`src/rtl/program_loader_pkg.sv`:
```
// Shared types and constants for the instruction-memory program loader.
// The frame-field enum records the on-wire order of a load frame.
package program_loader_pkg;

   localparam int LEN_WIDTH = 16;
   localparam logic [31:0] NOP_WORD = 32'h0000_0000;

   typedef enum logic [2:0] {
      ST_IDLE,
      ST_LEN_HI,
      ST_LEN_LO,
      ST_DATA,
      ST_CHECK,
      ST_DONE,
      ST_ERR
   } state_t;

   typedef enum logic [1:0] {
      FIELD_LEN_HI,
      FIELD_LEN_LO,
      FIELD_PAYLOAD,
      FIELD_CHECKSUM
   } frame_field_t;

   // A header may name exactly 2^addr_width words, but never more.
   function automatic logic exceeds_capacity(input logic [LEN_WIDTH-1:0] n,
                                             input int addr_width);
      logic [LEN_WIDTH:0] cap;
      cap = (LEN_WIDTH+1)'(1) << addr_width;
      return {1'b0, n} > cap;
   endfunction

endpackage

```
`src/rtl/program_loader_if.sv`:
```
// Byte-stream input, instruction-memory write port and status of the loader.
// The master side is the loader itself.
interface program_loader_if #(parameter int ADDR_WIDTH = 10);

   logic                                  start;
   logic [7:0]                            byte_in;
   logic                                  byte_valid;
   logic                                  byte_ready;
   logic [ADDR_WIDTH-1:0]                 mem_addr;
   logic [31:0]                           mem_write_data;
   logic                                  mem_write;
   logic                                  cpu_reset;
   logic                                  done;
   logic                                  error;
   logic [program_loader_pkg::LEN_WIDTH-1:0] word_count;

   modport master (
      input  start, byte_in, byte_valid,
      output byte_ready, mem_addr, mem_write_data, mem_write,
             cpu_reset, done, error, word_count
   );

   modport slave (
      output start, byte_in, byte_valid,
      input  byte_ready, mem_addr, mem_write_data, mem_write,
             cpu_reset, done, error, word_count
   );

endinterface

```
`src/rtl/program_loader_byte_to_word_packer.sv`:
```
// Packs a byte stream MSB-first into 32-bit words; word_valid pulses for one
// cycle on the cycle after the fourth byte of each word was accepted.
module byte_to_word_packer
   import program_loader_pkg::*;
(
   input  logic        clk,
   input  logic        rst,
   input  logic        clear,
   input  logic        byte_en,
   input  logic [7:0]  byte_in,
   output logic        fourth_byte,
   output logic [31:0] word,
   output logic        word_valid
);

   logic [1:0]  byte_cnt;
   logic [23:0] shift_q;

   assign fourth_byte = byte_en && (byte_cnt == 2'd3);

   // The word register holds the last assembled word between strobes.
   always_ff @(posedge clk) begin
      if (rst) begin
         byte_cnt   <= 2'd0;
         shift_q    <= 24'd0;
         word       <= NOP_WORD;
         word_valid <= 1'b0;
      end else begin
         word_valid <= 1'b0;
         if (clear) begin
            byte_cnt <= 2'd0;
         end else if (byte_en) begin
            if (fourth_byte) begin
               word       <= {shift_q, byte_in};
               word_valid <= 1'b1;
            end
            shift_q  <= {shift_q[15:0], byte_in};
            byte_cnt <= byte_cnt + 2'd1;
         end
      end
   end

endmodule

```
`src/rtl/program_loader.sv`:
```
// Loads a framed byte stream into instruction memory and holds the CPU in
// reset until a load finishes with a matching checksum.
module program_loader
   import program_loader_pkg::*;
#(
   parameter int ADDR_WIDTH = 10
)
(
   input logic               clk,
   input logic               rst,
   program_loader_if.master  bus
);

   state_t                 state, state_next;
   logic [7:0]             len_hi;
   logic [LEN_WIDTH-1:0]   word_count;
   logic [LEN_WIDTH-1:0]   words_left;
   logic [LEN_WIDTH-1:0]   frame_len;
   logic [ADDR_WIDTH-1:0]  word_idx;
   logic [ADDR_WIDTH-1:0]  addr_q;
   logic [7:0]             checksum;
   logic                   xfer;
   logic                   data_xfer;
   logic                   start_load;
   logic                   fourth_byte;
   logic                   word_valid;
   logic [31:0]            packed_word;

   assign bus.byte_ready = (state == ST_LEN_HI) || (state == ST_LEN_LO) ||
                           (state == ST_DATA)   || (state == ST_CHECK);
   assign xfer           = bus.byte_valid && bus.byte_ready;
   assign data_xfer      = xfer && (state == ST_DATA);
   assign frame_len      = {len_hi, bus.byte_in};

   assign bus.mem_write      = word_valid;
   assign bus.mem_write_data = packed_word;
   assign bus.mem_addr       = addr_q;
   assign bus.word_count     = word_count;

   byte_to_word_packer u_packer (
      .clk         (clk),
      .rst         (rst),
      .clear       (start_load),
      .byte_en     (data_xfer),
      .byte_in     (bus.byte_in),
      .fourth_byte (fourth_byte),
      .word        (packed_word),
      .word_valid  (word_valid)
   );

   // Next state and status levels; Start only matters once a load is over.
   always_comb begin
      state_next    = state;
      start_load    = 1'b0;
      bus.cpu_reset = 1'b1;
      bus.done      = 1'b0;
      bus.error     = 1'b0;
      case (state)
         ST_IDLE: begin
            if (bus.start) begin
               start_load = 1'b1;
               state_next = ST_LEN_HI;
            end
         end
         ST_LEN_HI: begin
            if (xfer) state_next = ST_LEN_LO;
         end
         ST_LEN_LO: begin
            if (xfer) begin
               if (exceeds_capacity(frame_len, ADDR_WIDTH))
                  state_next = ST_ERR;
               else if (frame_len == '0)
                  state_next = ST_CHECK;
               else
                  state_next = ST_DATA;
            end
         end
         ST_DATA: begin
            if (xfer && fourth_byte && (words_left == LEN_WIDTH'(1)))
               state_next = ST_CHECK;
         end
         ST_CHECK: begin
            if (xfer) state_next = (bus.byte_in == checksum) ? ST_DONE : ST_ERR;
         end
         ST_DONE: begin
            bus.done      = 1'b1;
            bus.cpu_reset = 1'b0;
            if (bus.start) begin
               start_load = 1'b1;
               state_next = ST_LEN_HI;
            end
         end
         ST_ERR: begin
            bus.error = 1'b1;
            if (bus.start) begin
               start_load = 1'b1;
               state_next = ST_LEN_HI;
            end
         end
         default: state_next = ST_IDLE;
      endcase
   end

   // The write address is captured with the 4th byte so it lines up with the
   // packer's strobe one cycle later and keeps its value after the last word.
   always_ff @(posedge clk) begin
      if (rst) begin
         state      <= ST_IDLE;
         len_hi     <= 8'd0;
         word_count <= '0;
         words_left <= '0;
         word_idx   <= '0;
         addr_q     <= '0;
         checksum   <= 8'd0;
      end else begin
         state <= state_next;
         if (start_load) begin
            checksum <= 8'd0;
            word_idx <= '0;
         end
         case (state)
            ST_LEN_HI: begin
               if (xfer) len_hi <= bus.byte_in;
            end
            ST_LEN_LO: begin
               if (xfer) begin
                  word_count <= frame_len;
                  words_left <= frame_len;
               end
            end
            ST_DATA: begin
               if (xfer) begin
                  checksum <= checksum ^ bus.byte_in;
                  if (fourth_byte) begin
                     addr_q     <= word_idx;
                     word_idx   <= word_idx + 1'b1;
                     words_left <= words_left - 1'b1;
                  end
               end
            end
            default: ;
         endcase
      end
   end

endmodule

```
`src/flat_wrapper.sv`:
```
// flat-port wrapper written by rule: the top's interface ports become plain ports
module program_loader_flat import program_loader_pkg::*;
#(
   parameter int ADDR_WIDTH = 10
)
  (clk, rst, bus_start, bus_byte_in, bus_byte_valid, bus_byte_ready, bus_mem_addr, bus_mem_write_data, bus_mem_write, bus_cpu_reset, bus_done, bus_error, bus_word_count);
  program_loader_if #(.ADDR_WIDTH(ADDR_WIDTH)) bus_i ();
  input logic clk;
  input logic rst;
  input wire logic [$bits(bus_i.start)-1:0] bus_start;
  input wire logic [$bits(bus_i.byte_in)-1:0] bus_byte_in;
  input wire logic [$bits(bus_i.byte_valid)-1:0] bus_byte_valid;
  output wire logic [$bits(bus_i.byte_ready)-1:0] bus_byte_ready;
  output wire logic [$bits(bus_i.mem_addr)-1:0] bus_mem_addr;
  output wire logic [$bits(bus_i.mem_write_data)-1:0] bus_mem_write_data;
  output wire logic [$bits(bus_i.mem_write)-1:0] bus_mem_write;
  output wire logic [$bits(bus_i.cpu_reset)-1:0] bus_cpu_reset;
  output wire logic [$bits(bus_i.done)-1:0] bus_done;
  output wire logic [$bits(bus_i.error)-1:0] bus_error;
  output wire logic [$bits(bus_i.word_count)-1:0] bus_word_count;
  assign bus_i.start = bus_start;
  assign bus_i.byte_in = bus_byte_in;
  assign bus_i.byte_valid = bus_byte_valid;
  assign bus_byte_ready = bus_i.byte_ready;
  assign bus_mem_addr = bus_i.mem_addr;
  assign bus_mem_write_data = bus_i.mem_write_data;
  assign bus_mem_write = bus_i.mem_write;
  assign bus_cpu_reset = bus_i.cpu_reset;
  assign bus_done = bus_i.done;
  assign bus_error = bus_i.error;
  assign bus_word_count = bus_i.word_count;
  program_loader #(.ADDR_WIDTH(ADDR_WIDTH)) u_core (.clk(clk), .rst(rst), .bus(bus_i));
endmodule
```
`config.mk`:
```
export PLATFORM = sky130hd
export DESIGN_NAME = program_loader_flat
export DESIGN_NICKNAME = d
export VERILOG_FILES = /design/src/rtl/program_loader_pkg.sv /design/src/rtl/program_loader_if.sv /design/src/rtl/program_loader_byte_to_word_packer.sv /design/src/rtl/program_loader.sv /design/src/flat_wrapper.sv
export SDC_FILE = /design/constraint.sdc
export NUM_CORES = 1
export LEC_CHECK = 0
export ABC_AREA = 1
export CORE_ASPECT_RATIO = 2
export CORE_UTILIZATION = 59
export DETAILED_ROUTE_END_ITERATION = 8
export GPL_ROUTABILITY_DRIVEN = 1
export GPL_TIMING_DRIVEN = 0
export PLACE_DENSITY = 0.84
export SLEW_MARGIN = 40
export SYNTH_ARGS = -nofsm -noshare
export SYNTH_HDL_FRONTEND = slang
export SYNTH_SLANG_ARGS = --single-unit
```
`constraint.sdc`:
```
create_clock -name clk -period 2.3 [get_ports clk]
set_input_delay 0.46 -clock clk [delete_from_list [all_inputs] [get_ports clk]]
set_output_delay 0.46 -clock clk [all_outputs]
set_load 0.03 [all_outputs]
```
# After elaboration in Yosys (flattened, before gate mapping)
# Index checks and enable logic that the tools add are counted.
# Widths: inputs -> output; s select.
# word_totals
out_inout_bits,63
inputBits,12
ff_bits,130
# classes
addsub,3
n_reduce_logical,21
order_cmp,1
n_eq_ne,16
n_bitwise,3
mux,26
# op_table
cell,count
$mux 16,3
$mux 10,4
$pmux 16 s2,1
$mux 8,3
$mux 3,7
$eq 16x1->1 const B,1
$gt 16x11->1 const B,1
$logic_not 16->1,1
$sub 16x1->16 const B,1
$pmux 3 s5,1
$ne 2x1->1 const B,6
$add 10x1->10 const B,1
$eq 3x3->1 const B,3
$eq 8x8->1,1
$xor 8x8->8,1
$eq 3x2->1 const B,2
$mux 1,6
$reduce_and 2->1,3
$reduce_and 3->1,2
$reduce_or 3->1,2
$logic_and 1x1->1,5
$reduce_and 5->1,1
$reduce_and 4->1,1
$eq 3x1->1 const B,1
other kinds (9),12

# Longest topological paths before layout
# depth
ltp_word,11
mapped_depth,11
mapped_depth_nobuf,11

# Modules after synthesis
# From an unflattened synthesis, not the netlist that was laid out.
# hier_totals
hier_cells,847
hier_area_um2,5788.1
# by_module_without_submodules
mod,cells_per_inst,instances,area_per_inst_um2,seq_area_each_um2
program_loader,523,1,3533.4,1421.4
byte_to_word_packer,324,1,2254.7,1181.1

# Least setup slack after synthesis
# OpenSTA, ideal clock, no wires.
# synth_path
kind,reg-to-output
startpoint,register u_core.state[2]
endpoint,output bus_cpu_reset
t_required_ns,1.840
stages_incl_launch_ff,4
t_arrival_ns,1.284
slack_ns,0.556
path_cell_list,dfxtp_1 > inv_2 > nor2_1 > inv_1
# synth_via
elab_chain_len,2
# synth_rtl
element,line_no,rtl
start: declaration,program_loader.sv:14,"state_t state, state_next;"
start signal: assignment,program_loader.sv:116,state <= state_next;
$eq 3x3->1,program_loader.sv:58,case (state)
$mux 1,program_loader.sv:58,
end: declaration,flat_wrapper.sv:17,output wire logic [$bits(bus_i.cpu_reset)-1:0] bus_cpu_reset;
# No other way between the ends.

# Final worst setup path
# layout_path
startpoint,register u_core.state[1]
endpoint,output bus_byte_ready
# layout_via
elab_chain_len,4
# layout_rtl
element,line_no,rtl
$eq 3x1->1 / $eq 3x2->1 (equally long branches),program_loader.sv:29,assign bus.byte_ready = (state == ST_LEN_HI) || (state == ST_LEN_LO) ||
$logic_or 1x1->1 (2 in a row),program_loader.sv:29,
$logic_or 1x1->1 (*),program_loader.sv:30,(state == ST_DATA) || (state == ST_CHECK);
end: declaration,flat_wrapper.sv:13,output wire logic [$bits(bus_i.byte_ready)-1:0] bus_byte_ready;
# Mark *: on every way between the ends. The rest lies on a longest branch, timed or not.

==> results.cfg <==
[drt]
dr.pass1.iters = 6
viasPerCell = 5.921
drt_wl_total_um = 17390
detail-route-antenna-nets = 0
via_count = 5554
drt-initial-drc-count = 405
wire_per_inst_um = 18.54
drc = 0

[floorplan]
die_h_um = 138.6
coreArea_um2 = 9012
die_w_um = 70.32
rows = 49
die_area_um2 = 9749
pin_count = 75
start_util = 0.6111

[cts]
cts_buffers = 17
cts_resized = 2
ctsRootBufferMaster = clkbuf_16
cts_hold_buf = 0
clkTransAtPathRegs_ns = 0.06
clock_path_buffers = 2
cts_htree_levels = 4
worstSkewPairLatency_ns = 0.43
postCtsSetupRepairBufs = 0
cts_tree = yes
clock_sinks = 130

[synthesis]
synth_fp_nets = 746
yosysUniqueCellTypes = 37
yosysSeqAreaShare = 0.4725
synth.top_cell.area_share = 0.4725
yosys_warnings = 0
ys.flop_type = dfxtp_1
avgSynthCellArea_um2 = 7.545
synth_edf_count = 0
synth_top_area_cell = dfxtp_1
syn_inst = 730
synth.area.top_cells = dfxtp_1 (47%), a21oi_1 (8.7%), o21ai_0 (7.9%), nand2_1 (7.8%), nor2_1 (5.7%)
synth-async-reset-ratio = 0
ys_ff_latch = 130
syn_area_um2 = 5508

[flow_run]
cap_violations = 0

[hold_path]
min_path_type = reg2reg

[sta]
setup_viol = 0
max_clock_freq_mhz = 465.0
hold_violations = 0
rsz0062_at_grt = no
slew_violations = 0
hold_ws_ns = 0.4651
tightest_slew_ns = 0.6318
timing.final.ws_setup_ns = 0.1494
post-route-period-util = 0.9350
fin_worst_skew_ns = 0.006246
slew_headroom = 0.5788
period_needed_ns = 2.151

[critical_path]
crit_buf_inv = 2
crit_family = buffers and inverters
reg2reg_setup_slack_ns = 0.36
end_kind = primary output
slowest_delay_ns = 0.41
cp-start-kind = register
cp.arrival_ns = 1.69
worstSetupPathType = reg2out
crit_chain = buf_4 -> nor2_1 -> nand2_1 -> nand2_1 -> dlygate4sd2_1
crit_fanout = 8
path_common_cell = nand2_1
cp_data_required_time_ns = 1.84
slowest_stage = dlygate4sd2_1

[placement]
pre_cts_ws_ns = -0.2354
place_congestion = 0.9266
port_buffers = 74
dp_hpwl_um = 12320
dp_cells = 906

[power_and_ir_drop]
vdd_drop_max_mv = 0.7340
switching_share = 0.3256
clkPwrFrac = 0.403
p_int_mw = 4.355
p_comb_frac = 0.213
switching_power_mw = 2.103
p_leak_nw = 2.731
p_seq_frac = 0.384
power.density_nw_per_um2 = 929.2

[finish]
drive_gt1_frac = 0.09450
syn_to_final_growth_pct = 26.19
insertedDiodeCount = 0
layout.nets = 839
finalNonFillerCells = 938
post-route-util = 0.7712

[grt]
grt_max_degree = 17
gr-total-overflow = 0
antenna_found_initial = 0
grt_pass1_vias = 5475
grt_pass1_wl_um = 26650
grtUsageTotal = 0.3575

[status]
status = finished clean
[worst min-delay path: stages (launching register included)]
cell	delay (ns)
dfxtp_1	0.30
inv_1	0.06
a21oi_1	0.06
[layer usage]
layer / vias up / GRT usage / wire (µm)
li1: 2630 / - / -
met1: 2563 / 0.3298 / 5749
met2: 271 / 0.6596 / 9481
met3: 90 / 0.06613 / 962
met4: 0 / 0.2789 / 1197
met5: - / 0 / 0
[layout by cell type, fill, tap and decap left out, types with 11 or more instances in the layout]
| cell type | n |
|---|---|
| o21ai_2 | 11 |
| dfxtp_1 | 130 |
| nor2_1 | 83 |
| nand2_1 | 115 |
| clkbuf_16 | 17 |
| buf_2 | 16 |
| clkbuf_1 | 14 |
| nand3_1 | 44 |
| clkdlybuf4s50_1 | 70 |
| o21ai_0 | 87 |
| a21oi_1 | 96 |
| inv_1 | 59 |
| a211oi_1 | 14 |
[registers in the layout, indices dropped and copies added (netlist names)]
name	count
u_core.len_hi	8
u_core.words_left	16
u_core.u_packer.shift_q	24
u_core.bus.word_count	16
u_core.bus.mem_addr	10
u_core.checksum	8
u_core.word_idx	10
u_core.state	3
u_core.u_packer.byte_cnt	2
u_core.u_packer.word	32
u_core.u_packer.word_valid	1
[worst paths after layout]
kind                                                 start                                     to  cells past startpoint
setup / recovery              u_core.state[1]$_SDFFE_PP0P_                         bus_byte_ready                      5
hold / removal    u_core.u_packer.shift_q[23]$_SDFFE_PP0P_  u_core.u_packer.word[31]$_SDFFE_PP0P_                      2
setup reg to reg              u_core.state[0]$_SDFFE_PP0P_     u_core.words_left[14]$_SDFFE_PP0P_                     11
hold reg to reg   u_core.u_packer.shift_q[23]$_SDFFE_PP0P_  u_core.u_packer.word[31]$_SDFFE_PP0P_                      2
[per-stage QoR]
stage | instance area (µm²) | TNS, ns | total power [mW]
2_1_floorplan | 5508 | 0 | 3.444
3_5_place_dp | 6376 | -2.357 | 3.872
5_1_grt | 6950 | 0 | 6.683
3_3_place_gp | 6376 | -1.792 | 3.843
4_1_cts | 6944 | 0 | 6.427
6_report | 6950 | 0 | 6.458
[final cells by class]
type	count	area (µm²)
Sequential cell	130	2603
Multi-Input combinational cell	497	2472
Fill cell	663	2062
Timing Repair Buffer	74	743.2
Clock buffer	18	439.2
Inverter	64	240.2
Buffer	39	193.9
Clock inverter	14	131.4
Tap cell	102	127.6
[cell families after synthesis]
family / after synthesis / synth area share
simple gates: 265 / 0.2090
compound gates: 220 / 0.2181
flops: 130 / 0.4725
buf+inv: 103 / 0.07860
xor+xnor: 8 / 0.01272
fa+ha+maj: 4 / 0.009087
[Yosys cell counts, types with 2 or more instances]
cell        n
dfxtp_1   130
nand2_1   115
a21oi_1    96
o21ai_0    87
nor2_1     83
inv_1      59
nand3_1    44
buf_2      16
clkbuf_1   15
a211oi_1   14
o21ai_2    11
nor3_1      6
xnor2_1     6
ha_1        4
inv_2       4
buf_1       3
buf_4       3
nand3b_1    3
nand4_1     3
o22ai_1     3
a31oi_1     2
buf_6       2
nand2_2     2
nor2_4      2
nor4_1      2
o211ai_1    2
o31ai_1     2
xor2_1      2
[power groups by stage]
| stage | combinational (mW) | sequential (mW) | clock [mW] |
|---|---|---|---|
| 6_report | 1.37 | 2.48 | 2.61 |
| 2_1_floorplan | 0.857 | 2.59 | 0 |
| 3_5_place_dp | 1.35 | 2.52 | 0 |
| 4_1_cts | 1.36 | 2.47 | 2.60 |
| 5_1_grt | 1.50 | 2.49 | 2.70 |
| 3_3_place_gp | 1.33 | 2.52 | 0 |
Power figures use the tool's default switching activity.
